--- config.mk ---
export PLATFORM = sky130hd
export DESIGN_NAME = mealy_pattern_bank
export DESIGN_NICKNAME = d
export VERILOG_FILES = /design/src/rtl/mealy_pattern_bank.sv
export SDC_FILE = /design/constraint.sdc
export NUM_CORES = 1
export LEC_CHECK = 0
export ABC_AREA = 1
export CAP_MARGIN = 0
export CORE_UTILIZATION = 25
export CTS_CLUSTER_SIZE = 10
export DETAILED_ROUTE_END_ITERATION = 10
export REMOVE_ABC_BUFFERS = 1
export SLEW_MARGIN = 20
export SYNTH_ARGS = -nofsm -noshare
export SYNTH_HDL_FRONTEND = slang
export SYNTH_SLANG_ARGS = --single-unit
--- constraint.sdc ---
create_clock -name clock -period 1.18 [get_ports clock]
set_input_delay 0.236 -clock clock [delete_from_list [all_inputs] [get_ports clock]]
set_output_delay 0.236 -clock clock [all_outputs]
set_load 0.02 [all_outputs]
--- src/rtl/mealy_pattern_bank.sv ---
// mealy_pattern_bank
// -------------------------------------------------------------------------
// Watches a serial bit stream and compares the most recent W accepted bits
// against N independently programmable patterns. A channel hit is a
// combinational Mealy output in the same cycle as the final bit, and a
// registered copy follows one cycle later. A hit does not flush the
// history, so overlapping occurrences are all reported.
//
// Optional feature (macro MEALY_PATTERN_BANK_COUNT_EN): adds one saturating
// CW-bit hit counter per channel on the hit_count port.
//
// Ports:
//   clock      system clock, all state changes on posedge
//   reset_n    asynchronous active-low reset
//   i          serial data bit
//   i_valid    qualifier for i
//   clear      synchronous flush of history and fill state
//   pattern    N*W bits, channel k in [k*W +: W], MSB is the oldest bit
//   enable     per-channel enable mask
//   o          per-channel Mealy hit, same cycle as the last bit
//   o_q        o delayed by one clock
//   primed     history holds W-1 valid bits (FSM is in RUN)
//   dbg_state  raw FSM state (0 = FILL, 1 = RUN) for checkers
//   hit_count  N*CW bits, channel k in [k*CW +: CW] (optional feature only)
//
// Stream qualifier: there is no backpressure. A bit is consumed on a
// posedge exactly when i_valid=1 and clear=0; in any other cycle i is
// ignored, the history holds and no channel can hit.
module mealy_pattern_bank #(
  parameter int W  = 3,
  parameter int N  = 2,
  parameter int CW = 8
) (
  input  logic           clock,
  input  logic           reset_n,
  input  logic           i,
  input  logic           i_valid,
  input  logic           clear,
  input  logic [N*W-1:0] pattern,
  input  logic [N-1:0]   enable,
  output logic [N-1:0]   o,
  output logic [N-1:0]   o_q,
  output logic           primed,
  output logic           dbg_state
`ifdef MEALY_PATTERN_BANK_COUNT_EN
  ,
  output logic [N*CW-1:0] hit_count
`endif
);

  localparam int FW = $clog2(W);
  localparam logic [FW-1:0] FILL_LAST = FW'(W - 1);

  typedef enum logic {
    FILL = 1'b0,
    RUN  = 1'b1
  } state_t;

  state_t        state, state_n;
  logic [FW-1:0] fill, fill_n;
  logic [W-2:0]  hist, hist_n, hist_shift;
  logic [W-1:0]  window;

  // With W=2 the history is a single bit, so the shift degenerates to a load.
  generate
    if (W == 2) begin : g_shift_w2
      assign hist_shift = i;
    end else begin : g_shift_wide
      assign hist_shift = {hist[W-3:0], i};
    end
  endgenerate

  assign window = {hist, i};

  always_comb begin
    state_n = state;
    fill_n  = fill;
    hist_n  = hist;
    if (clear) begin
      state_n = FILL;
      fill_n  = '0;
      hist_n  = '0;
    end else if (i_valid) begin
      hist_n = hist_shift;
      if (state == FILL) begin
        fill_n = fill + 1'b1;
        if (fill_n == FILL_LAST) state_n = RUN;
      end
    end
  end

  // reset_n gates o directly so the hit drops the moment reset asserts,
  // not at the next edge.
  always_comb begin
    o = '0;
    for (int k = 0; k < N; k++) begin
      o[k] = reset_n & i_valid & ~clear & (state == RUN) & enable[k] &
             (window == pattern[k*W +: W]);
    end
  end

  always_ff @(posedge clock or negedge reset_n) begin
    if (!reset_n) begin
      state <= FILL;
      fill  <= '0;
      hist  <= '0;
      o_q   <= '0;
    end else begin
      state <= state_n;
      fill  <= fill_n;
      hist  <= hist_n;
      o_q   <= o;
    end
  end

  assign primed    = (state == RUN);
  assign dbg_state = state;

`ifdef MEALY_PATTERN_BANK_COUNT_EN
  // o is already forced low during clear, but clear is tested first so a
  // flush always wins regardless of how o is qualified.
  generate
    for (genvar k = 0; k < N; k++) begin : g_cnt
      logic [CW-1:0] cnt;
      always_ff @(posedge clock or negedge reset_n) begin
        if (!reset_n) begin
          cnt <= '0;
        end else if (clear) begin
          cnt <= '0;
        end else if (o[k] && (cnt != {CW{1'b1}})) begin
          cnt <= cnt + 1'b1;
        end
      end
      assign hit_count[k*CW +: CW] = cnt;
    end
  endgenerate
`endif

endmodule

==> results of run 1 <==
[cell families after synthesis]
family / share of synthesized area, %
and+or+nand+nor: 31.2
buffers and inverters: 10.6
AOI/OAI and AO/OA: 14.1
DFF: 41.2
adders and majority gates: 2.94
[stage by stage]
step / cell area [sq um] / setup TNS, ns / instances / worst slack [ns] / util (%)
6_report: 790 / -0.676 / 105 / -0.280 / 51.2
2_1_floorplan: 418 / -0.833 / 52 / -0.253 / -
3_3_place_gp: 693 / -2.68 / 96 / -0.833 / 45.0
4_1_cts: 783 / -0.748 / 107 / -0.261 / 50.8
5_1_grt: 790 / -0.900 / 105 / -0.357 / 51.2
3_5_place_dp: 693 / -2.65 / 96 / -0.834 / 45.0
[sequential cells by signal, indices dropped and copies added, names as in the netlist]
| register | count |
|---|---|
| dbg_state | 1 |
| fill | 2 |
| hist | 2 |
| o_q | 2 |
[synth_stat cells, drive strengths merged]
master and count:
a21boi 2, buf 1, dfrtp 7, ha 1, inv 10, nand2 17, nand3 4, nor2 3
o211ai 2, o21ai 2, o22ai 2, or2 2
[layer usage]
metal  vias up  track usage [%]
met5         -                0
met4         0             5.45
met3         2             8.09
met2        13             23.9
met1       220             17.1
li1        239                -
[repair_timing]
action	in CTS	in global routing
setup buffers	7	1
hold endpoints to repair	0	0
gates cloned	0	0
pin swaps	7	4
setup endpoints to repair	6	8
resized for setup	40	7
[worst max-delay path, stage by stage, from the launching register on]
cell	delay (ns)
dfrtp_1	0.39
inv_2	0.07
a21boi_2	0.17
nand3_2	0.11
nor2_4	0.10
buf_6	0.12
[cell usage in the layout, fill, tap and decap left out, types with 2 or more instances in the layout]
cell type        instances
dlygate4sd2_1            7
o211ai_1                 2
dfrtp_1                  7
nand2_2                  2
clkbuf_4                 3
buf_4                   14
inv_1                    7
buf_6                    5
o22ai_1                  2
nand2_1                 13
clkdlybuf4s15_1          2
clkdlybuf4s50_1          5
inv_2                    3
nand3_2                  2
nand3_1                  2
nor2_4                   2
a21boi_2                 2
o21ai_2                  2
nand2_4                  2
[power breakdown]
group	switching (W)	internal [W]	total, W
Combinational	0.0000925	0.000109	0.000201
Clock	0.0000878	0.000129	0.000217
Sequential	0.0000166	0.000258	0.000274
Total	0.000197	0.000495	0.000692
[worst paths after layout]
| kind | cells after the start | to | from |
|---|---|---|---|
| hold reg to reg | 2 | fill[1] | fill[1] |
| max in group asynchronous | 2 | dbg_state | reset_n |
| min in group clock | 2 | fill[1] | fill[1] |
| setup / recovery | 5 | o[1] | hist[1] |
| setup reg to reg | 6 | o_q[1] | hist[1] |
| hold / removal | 2 | hist[1] | reset_n |
[layout make-up]
| type | instances | area share, % |
|---|---|---|
| clock buffers | 4 | 3.33 |
| inverters | 10 | 4.75 |
| multi-input cells | 35 | 30.1 |
| flip-flops and latches | 7 | 22.2 |
| well taps | 16 | 2.54 |
| repair buffers | 33 | 37.1 |
==> flow_summary.json, run 1 <==
{
  "status": "complete, but fails checks",
  "failed_checks": "negative setup slack",
  "endpoint_kind": "output pin",
  "grt_pass1_vias": 472,
  "area_growth_syn_to_layout_pct": 85.6,
  "ys_warn_count": 0,
  "worst_slack_ns": -0.280,
  "firstDrtPassIters": 3,
  "p_leak_nw": 0.409,
  "slew_viol_final": 0,
  "port_buffers": 18,
  "met1_length_microns": 478,
  "routedWlPerCell_microns": 11.0,
  "syn_area_per_cell_sq_um": 8.03,
  "dp_hpwl_microns": 840,
  "clk_latency_ns": 0.25,
  "hold_ws_ns": 0.0372,
  "worstSetupStartpointType": "flop",
  "max_cap_violations": 0,
  "min_period_ns": 1.46,
  "die_y_microns": 43.3,
  "vdd_drop_max_uv": 814,
  "finalPower_w": 0.000692,
  "slew_headroom_pct": 80.7,
  "totalWireLength_microns": 1150,
  "r2r_slack_ns": -0.13,
  "power.density_nw_per_um2": 877,
  "syn_area_sq_um": 425,
  "synth_largest_area_cell": "dfrtp_1",
  "grt_remaining_overflow": 0,
  "gp_congestion": 0.746,
  "clock_tree.buffer_depth": 2,
  "cts_buffers": 3,
  "viasPerCell": 4.51,
  "io_pins": 19,
  "regArea_sq_um": 175,
  "rsz0062_at_grt": "true",
  "fillers": 158,
  "fin_skew_ns": 0.00585,
  "path_max_fanout": 3,
  "max_freq_ghz": 0.685,
  "setup_violations": 3,
  "fin_crit_sh_pct": 124,
  "ctsHoldBuffers": 0,
  "grt_antenna_before_repair": 0,
  "crit_arrival_ns": 1.22,
  "highest_layer": "met4",
  "worstSetupPathType": "reg -> out",
  "yosysSeqAreaShare_pct": 41.2,
  "finalHoldViolations": 0,
  "clock-sinks": 7,
  "ys_types": 18,
  "grt_max_degree": 8,
  "yosys-top-cells-area": "dfrtp_1, nand2_1, inv_1, nand2_4, nand3_1",
  "worstPathRequired_ns": 0.94,
  "row_count": 14,
  "multiInputGateArea_sq_um": 238,
  "drc": 0,
  "clockRootBuffer": "clkbuf_4",
  "die_area_sq_um": 1870,
  "met2_length_microns": 596,
  "coreArea_sq_um": 1540,
  "wl_met3_microns": 65,
  "drive_gt1_share_pct": 44.9,
  "synth_top_area_share_pct": 41.2,
  "grt_pass1_wl_microns": 2000,
  "tightest_slew_ns": 0.288,
  "ant_nets": 0,
  "syn_inst": 53,
  "initial_core_util_pct": 27.6,
  "nets": 104,
  "synth-seq-cells": 7,
  "n_antenna_cell": 0,
  "hp-class": "in -> async",
  "die_w_microns": 43.3,
  "cts_tree": "done",
  "clk_pin_slew_ns": 0.05,
  "grt_util_all_layers_pct": 15.1,
  "vias": 474,
  "drt_iter0_markers": 4,
  "htreeDepth": 1
}
No activity file was read; power rests on OpenSTA's default activity.
==> run 2: changes to the inputs <==
--- a/config.mk
+++ b/config.mk
@@ -10,6 +10,7 @@
 export CORE_UTILIZATION = 25
 export CTS_CLUSTER_SIZE = 10
 export DETAILED_ROUTE_END_ITERATION = 10
+export GPL_TIMING_DRIVEN = 0
 export REMOVE_ABC_BUFFERS = 1
 export SLEW_MARGIN = 20
 export SYNTH_ARGS = -nofsm -noshare
==> flow_summary.json, run 2 (same netlist as run 1, synthesis figures left out) <==
{
  "die_w_microns": 43.3,
  "regArea_sq_um": 175,
  "ant_nets": 0,
  "row_count": 14,
  "slew_viol_final": 0,
  "port_buffers": 18,
  "routedWlPerCell_microns": 10.3,
  "worstSetupPathType": "reg -> out",
  "drt_iter0_markers": 16,
  "final_cell_mix": "nand2_1, dlygate4sd2_1, dfrtp_1, buf_6, buf_4",
  "crit_arrival_ns": 1.19,
  "crit_slowest_cell": "dfrtp_1",
  "crit_buf_inv": 1,
  "max_freq_ghz": 0.702,
  "postLayoutCellArea_sq_um": 761,
  "path_cells": "nand2_4 > nor2_4 > nand3_1 > nor2_2 > buf_6",
  "die_y_microns": 43.3,
  "hp-class": "in -> reg",
  "die_area_sq_um": 1870,
  "fillers": 152,
  "placed_cell_area_sq_um": 618,
  "dp_hpwl_microns": 677,
  "status": "complete, but fails checks",
  "endpoint_kind": "output pin",
  "viasPerCell": 4.44,
  "power.density_nw_per_um2": 891,
  "io_pins": 19,
  "fin_crit_sh_pct": 121,
  "path_max_fanout": 2,
  "vias": 448,
  "grt_remaining_overflow": 0,
  "finalHoldViolations": 0,
  "drive_gt1_share_pct": 42.4,
  "htreeDepth": 1,
  "grt_pass1_wl_microns": 1810,
  "cts_tree": "done",
  "nets": 100,
  "p_leak_nw": 0.403,
  "clock_tree.buffer_depth": 2,
  "place_ws_ns": -1.13,
  "cts_buffers": 3,
  "worstSetupStartpointType": "flop",
  "grt_antenna_before_repair": 0,
  "coreArea_sq_um": 1540,
  "failed_checks": "negative setup slack",
  "grt_util_all_layers_pct": 13.7,
  "rsz0062_at_grt": "true",
  "gp_congestion": 0.742,
  "clk_latency_ns": 0.26,
  "drc": 0,
  "firstDrtPassIters": 4,
  "worst_slack_ns": -0.245,
  "area_growth_syn_to_layout_pct": 78.8,
  "cp_top_family": "simple AND/OR/NAND/NOR gates",
  "clockRootBuffer": "clkbuf_4",
  "totalWireLength_microns": 1040,
  "largestRegisters": "fill: 2 flops, hist: 2 flops, o_q: 2 flops",
  "n_antenna_cell": 0,
  "multiInputGateArea_sq_um": 228,
  "clock-sinks": 7,
  "slew_headroom_pct": 77.1,
  "vdd_drop_max_uv": 683,
  "grt_max_degree": 8,
  "tightest_slew_ns": 0.342,
  "max_stage_delay_ns": 0.40,
  "initial_core_util_pct": 27.6,
  "min_period_ns": 1.42,
  "clk_pin_slew_ns": 0.05,
  "grt_pass1_vias": 437,
  "final_common_cell": "nand2_1",
  "fin_skew_ns": 0.00609,
  "worstPathRequired_ns": 0.94,
  "setup_violations": 2,
  "max_cap_violations": 0
}
==> run 2: cell types whose count changed in the layout (fill, tap and decap cells not counted), sizes merged <==
cell	delta
clkdlybuf4s15	+1
clkdlybuf4s50	-4
dlygate4sd3	+1
dlygate4sd2	+2
dlymetal6s2s	+1
buf	-5
==> run 2: worst paths after layout <==
kind                           start      end  slack, ns  cells after the start
max reg2reg                  hist[1]   o_q[0]       0.05                      5
max                        dbg_state     o[1]      -0.24                      5
max in group asynchronous    reset_n  fill[1]       0.40                      2
min                            clear  fill[0]       0.46                      3
min reg2reg                  fill[1]  fill[1]       0.48                      2
min in group asynchronous    reset_n   o_q[0]       0.52                      2
==> run 2: per-stage QoR <==
step	hold slack (ns)	total power, W	cells	utilization [%]	TNS [ns]
floorplan	-0.0596	0.000360	52	-	-0.833
detailed placement	0.478	0.000439	86	40.1	-3.23
finish	0.455	0.000678	101	49.4	-0.483
CTS	0.443	0.000678	103	49.0	-0.523
global placement	0.471	0.000436	86	40.1	-3.16
global route	0.460	0.000729	101	49.4	-0.679
==> run 2: layer usage <==
metal / share of wire (%) / GRT usage (%) / wire, microns / up-vias
met5: 0 / 0 / 0 / -
met4: 0 / 3.64 / 0 / 0
met3: 7.5 / 7.66 / 78 / 0
met2: 50 / 20.3 / 514 / 15
met1: 43 / 17.2 / 443 / 202
li1: - / - / - / 231
==> run 2: power by group <==
| part | internal [W] | leakage (nW) | total [W] | switching, W |
|---|---|---|---|---|
| clock network | 0.000129 | 0.0150 | 0.000219 | 0.0000903 |
| registers | 0.000258 | 0.0945 | 0.000274 | 0.0000161 |
| logic | 0.0000964 | 0.293 | 0.000184 | 0.0000879 |
==> run 2: layout make-up <==
type                       instances  share of cell area [%]
tap                               16                    2.63
multi-input combinational         35                    29.9
sequential                         7                    23.0
timing repair buffer              29                    36.0
clock buffer                       4                    3.45
inverter                          10                    4.93
==> run 2: worst min-delay path, delay by kind of cell <==
kind	cells	cell delay, ns
buffers and inverters	1	0.26
and+or+nand+nor	1	0.13
AOI/OAI and AO/OA	1	0.05
==> run 2: timing repair <==
action,CTS,global route
endpoints found under the setup margin,8,8
endpoints found under the hold margin,7,0
setup buffers,12,1
hold buffers,1,0
gates resized for setup,47,9
pin swaps,6,5
==> run 3: changes to the inputs <==
--- a/config.mk
+++ b/config.mk
@@ -11,7 +11,9 @@
 export CTS_CLUSTER_SIZE = 10
 export DETAILED_ROUTE_END_ITERATION = 10
 export GPL_TIMING_DRIVEN = 0
+export MAX_ROUTING_LAYER = met4
 export REMOVE_ABC_BUFFERS = 1
+export SETUP_SLACK_MARGIN = 0.2
 export SLEW_MARGIN = 20
 export SYNTH_ARGS = -nofsm -noshare
 export SYNTH_HDL_FRONTEND = slang
==> flow_summary.json, run 3 (same netlist as run 1, synthesis figures left out) <==
{
  "path_cells": "nand2_4 > nor2_4 > nand3_1 > nor2_2 > buf_6",
  "firstDrtPassIters": 4,
  "fin_skew_ns": 0.00639,
  "final_cell_mix": "nand2_1, buf_6, dlygate4sd2_1",
  "crit_arrival_ns": 1.20,
  "drt_iter0_markers": 10,
  "port_buffers": 18,
  "hp-class": "in -> reg",
  "rsz0062_at_grt": "true",
  "totalWireLength_microns": 1070,
  "drc": 0,
  "cts_tree": "done",
  "grt_util_all_layers_pct": 14.4,
  "finalPower_w": 0.000676,
  "max_cap_violations": 0,
  "min_from": "clear",
  "grt_pass1_vias": 439,
  "worst_slack_ns": -0.252,
  "dp_hpwl_microns": 677,
  "r2r_end": "o_q[0]",
  "clockRootBuffer": "clkbuf_4",
  "grt_remaining_overflow": 0,
  "tightest_slew_ns": 0.343,
  "clock-sinks": 7,
  "vdd_drop_max_uv": 688,
  "path_max_fanout": 2,
  "coreArea_sq_um": 1540,
  "setup_violations": 4,
  "r2r_slack_ns": -0.09,
  "viasPerCell": 4.40,
  "nets": 103,
  "failed_checks": "negative setup slack",
  "fillers": 148,
  "grt_max_degree": 8,
  "multiInputGateArea_sq_um": 233,
  "worstSetupStartpoint": "dbg_state",
  "min_period_ns": 1.43,
  "clk_pin_slew_ns": 0.05,
  "routedWlPerCell_microns": 10.3,
  "fin_crit_sh_pct": 121,
  "tns_ns": -0.642,
  "die_w_microns": 43.3,
  "rr_worst_depth": 6,
  "max_freq_ghz": 0.698,
  "row_count": 14,
  "status": "complete, but fails checks",
  "finalHoldViolations": 0,
  "grt_antenna_before_repair": 0,
  "grt_pass1_wl_microns": 1840,
  "cts_buffers": 3,
  "initial_core_util_pct": 27.6,
  "io_pins": 19,
  "worstSetupStartpointType": "flop",
  "n_antenna_cell": 0,
  "slew_viol_final": 0,
  "regArea_sq_um": 175,
  "largestRegisters": "fill: 2 flops, hist: 2 flops, o_q: 2 flops",
  "crit_slowest_cell": "dfrtp_1",
  "area_growth_syn_to_layout_pct": 89.4,
  "gp_congestion": 0.752,
  "dp.cells": 86,
  "slew_headroom_pct": 77.0,
  "worstSetupPathType": "reg -> out",
  "clk_latency_ns": 0.25,
  "reg2reg_from": "hist[1]",
  "clock_tree.buffer_depth": 2,
  "die_area_sq_um": 1870,
  "min_to": "fill[0]",
  "die_y_microns": 43.3,
  "max_stage_delay_ns": 0.40,
  "layoutNonFillerInstCount": 104,
  "htreeDepth": 1,
  "worstPathRequired_ns": 0.94,
  "power.density_nw_per_um2": 839,
  "ant_nets": 0,
  "p_leak_nw": 0.425,
  "utilization_pct": 52.3,
  "vias": 458,
  "drive_gt1_share_pct": 46.6,
  "endpoint_kind": "output pin",
  "hold_path_depth": 3
}
==> run 3: worst max-delay path by stage <==
stage,endpoint,depth (start not counted)
global placement,o[1],6
floorplan,o[0],4
CTS,o[1],5
detailed placement,o[1],6
finish,o[1],5
global route,o[1],5
==> run 3: power by group <==
group          switching (W)  leakage [nW]  internal (W)
registers          0.0000164        0.0945      0.000258
logic              0.0000884         0.316     0.0000970
clock network      0.0000876        0.0150      0.000129
==> run 3: timing repair <==
action	4_1_cts	5_1_grt
setup endpoints to repair	9	8
gates resized for setup	59	8
hold buffers	1	0
pin swaps	6	5
buffers inserted	12	1
endpoints found under the hold margin	7	0
==> run 3: critical path: cells and delay by family, from the launching register on <==
| family | cells | cell delay (ns) |
|---|---|---|
| buffers and inverters | 1 | 0.14 |
| and+or+nand+nor | 4 | 0.40 |
| DFF | 1 | 0.40 |
==> run 3: routing by layer <==
| layer | global-route usage, % | wire (microns) | up-vias |
|---|---|---|---|
| met4 | 3.64 | 5 | 0 |
| met3 | 7.66 | 71 | 2 |
| met5 | - | 0 | - |
| li1 | - | - | 236 |
| met1 | 17.7 | 441 | 205 |
| met2 | 20.6 | 550 | 15 |
==> run 3: through the flow <==
stage          worst slack [ns]  hold slack (ns)  cell area (sq um)
3_5_place_dp              -1.13            0.478                618
4_1_cts                  -0.256            0.443                768
6_report                 -0.252            0.453                806
2_1_floorplan            -0.253          -0.0596                418
3_3_place_gp              -1.12            0.471                618
5_1_grt                  -0.325            0.460                806
==> run 3: final cells by class <==
type | count | area share (%)
clock buffers | 4 | 3.26
multi-input cells | 35 | 28.9
flip-flops and latches | 7 | 21.7
inverters | 10 | 4.66
repair buffers | 32 | 39.0
well taps | 16 | 2.48
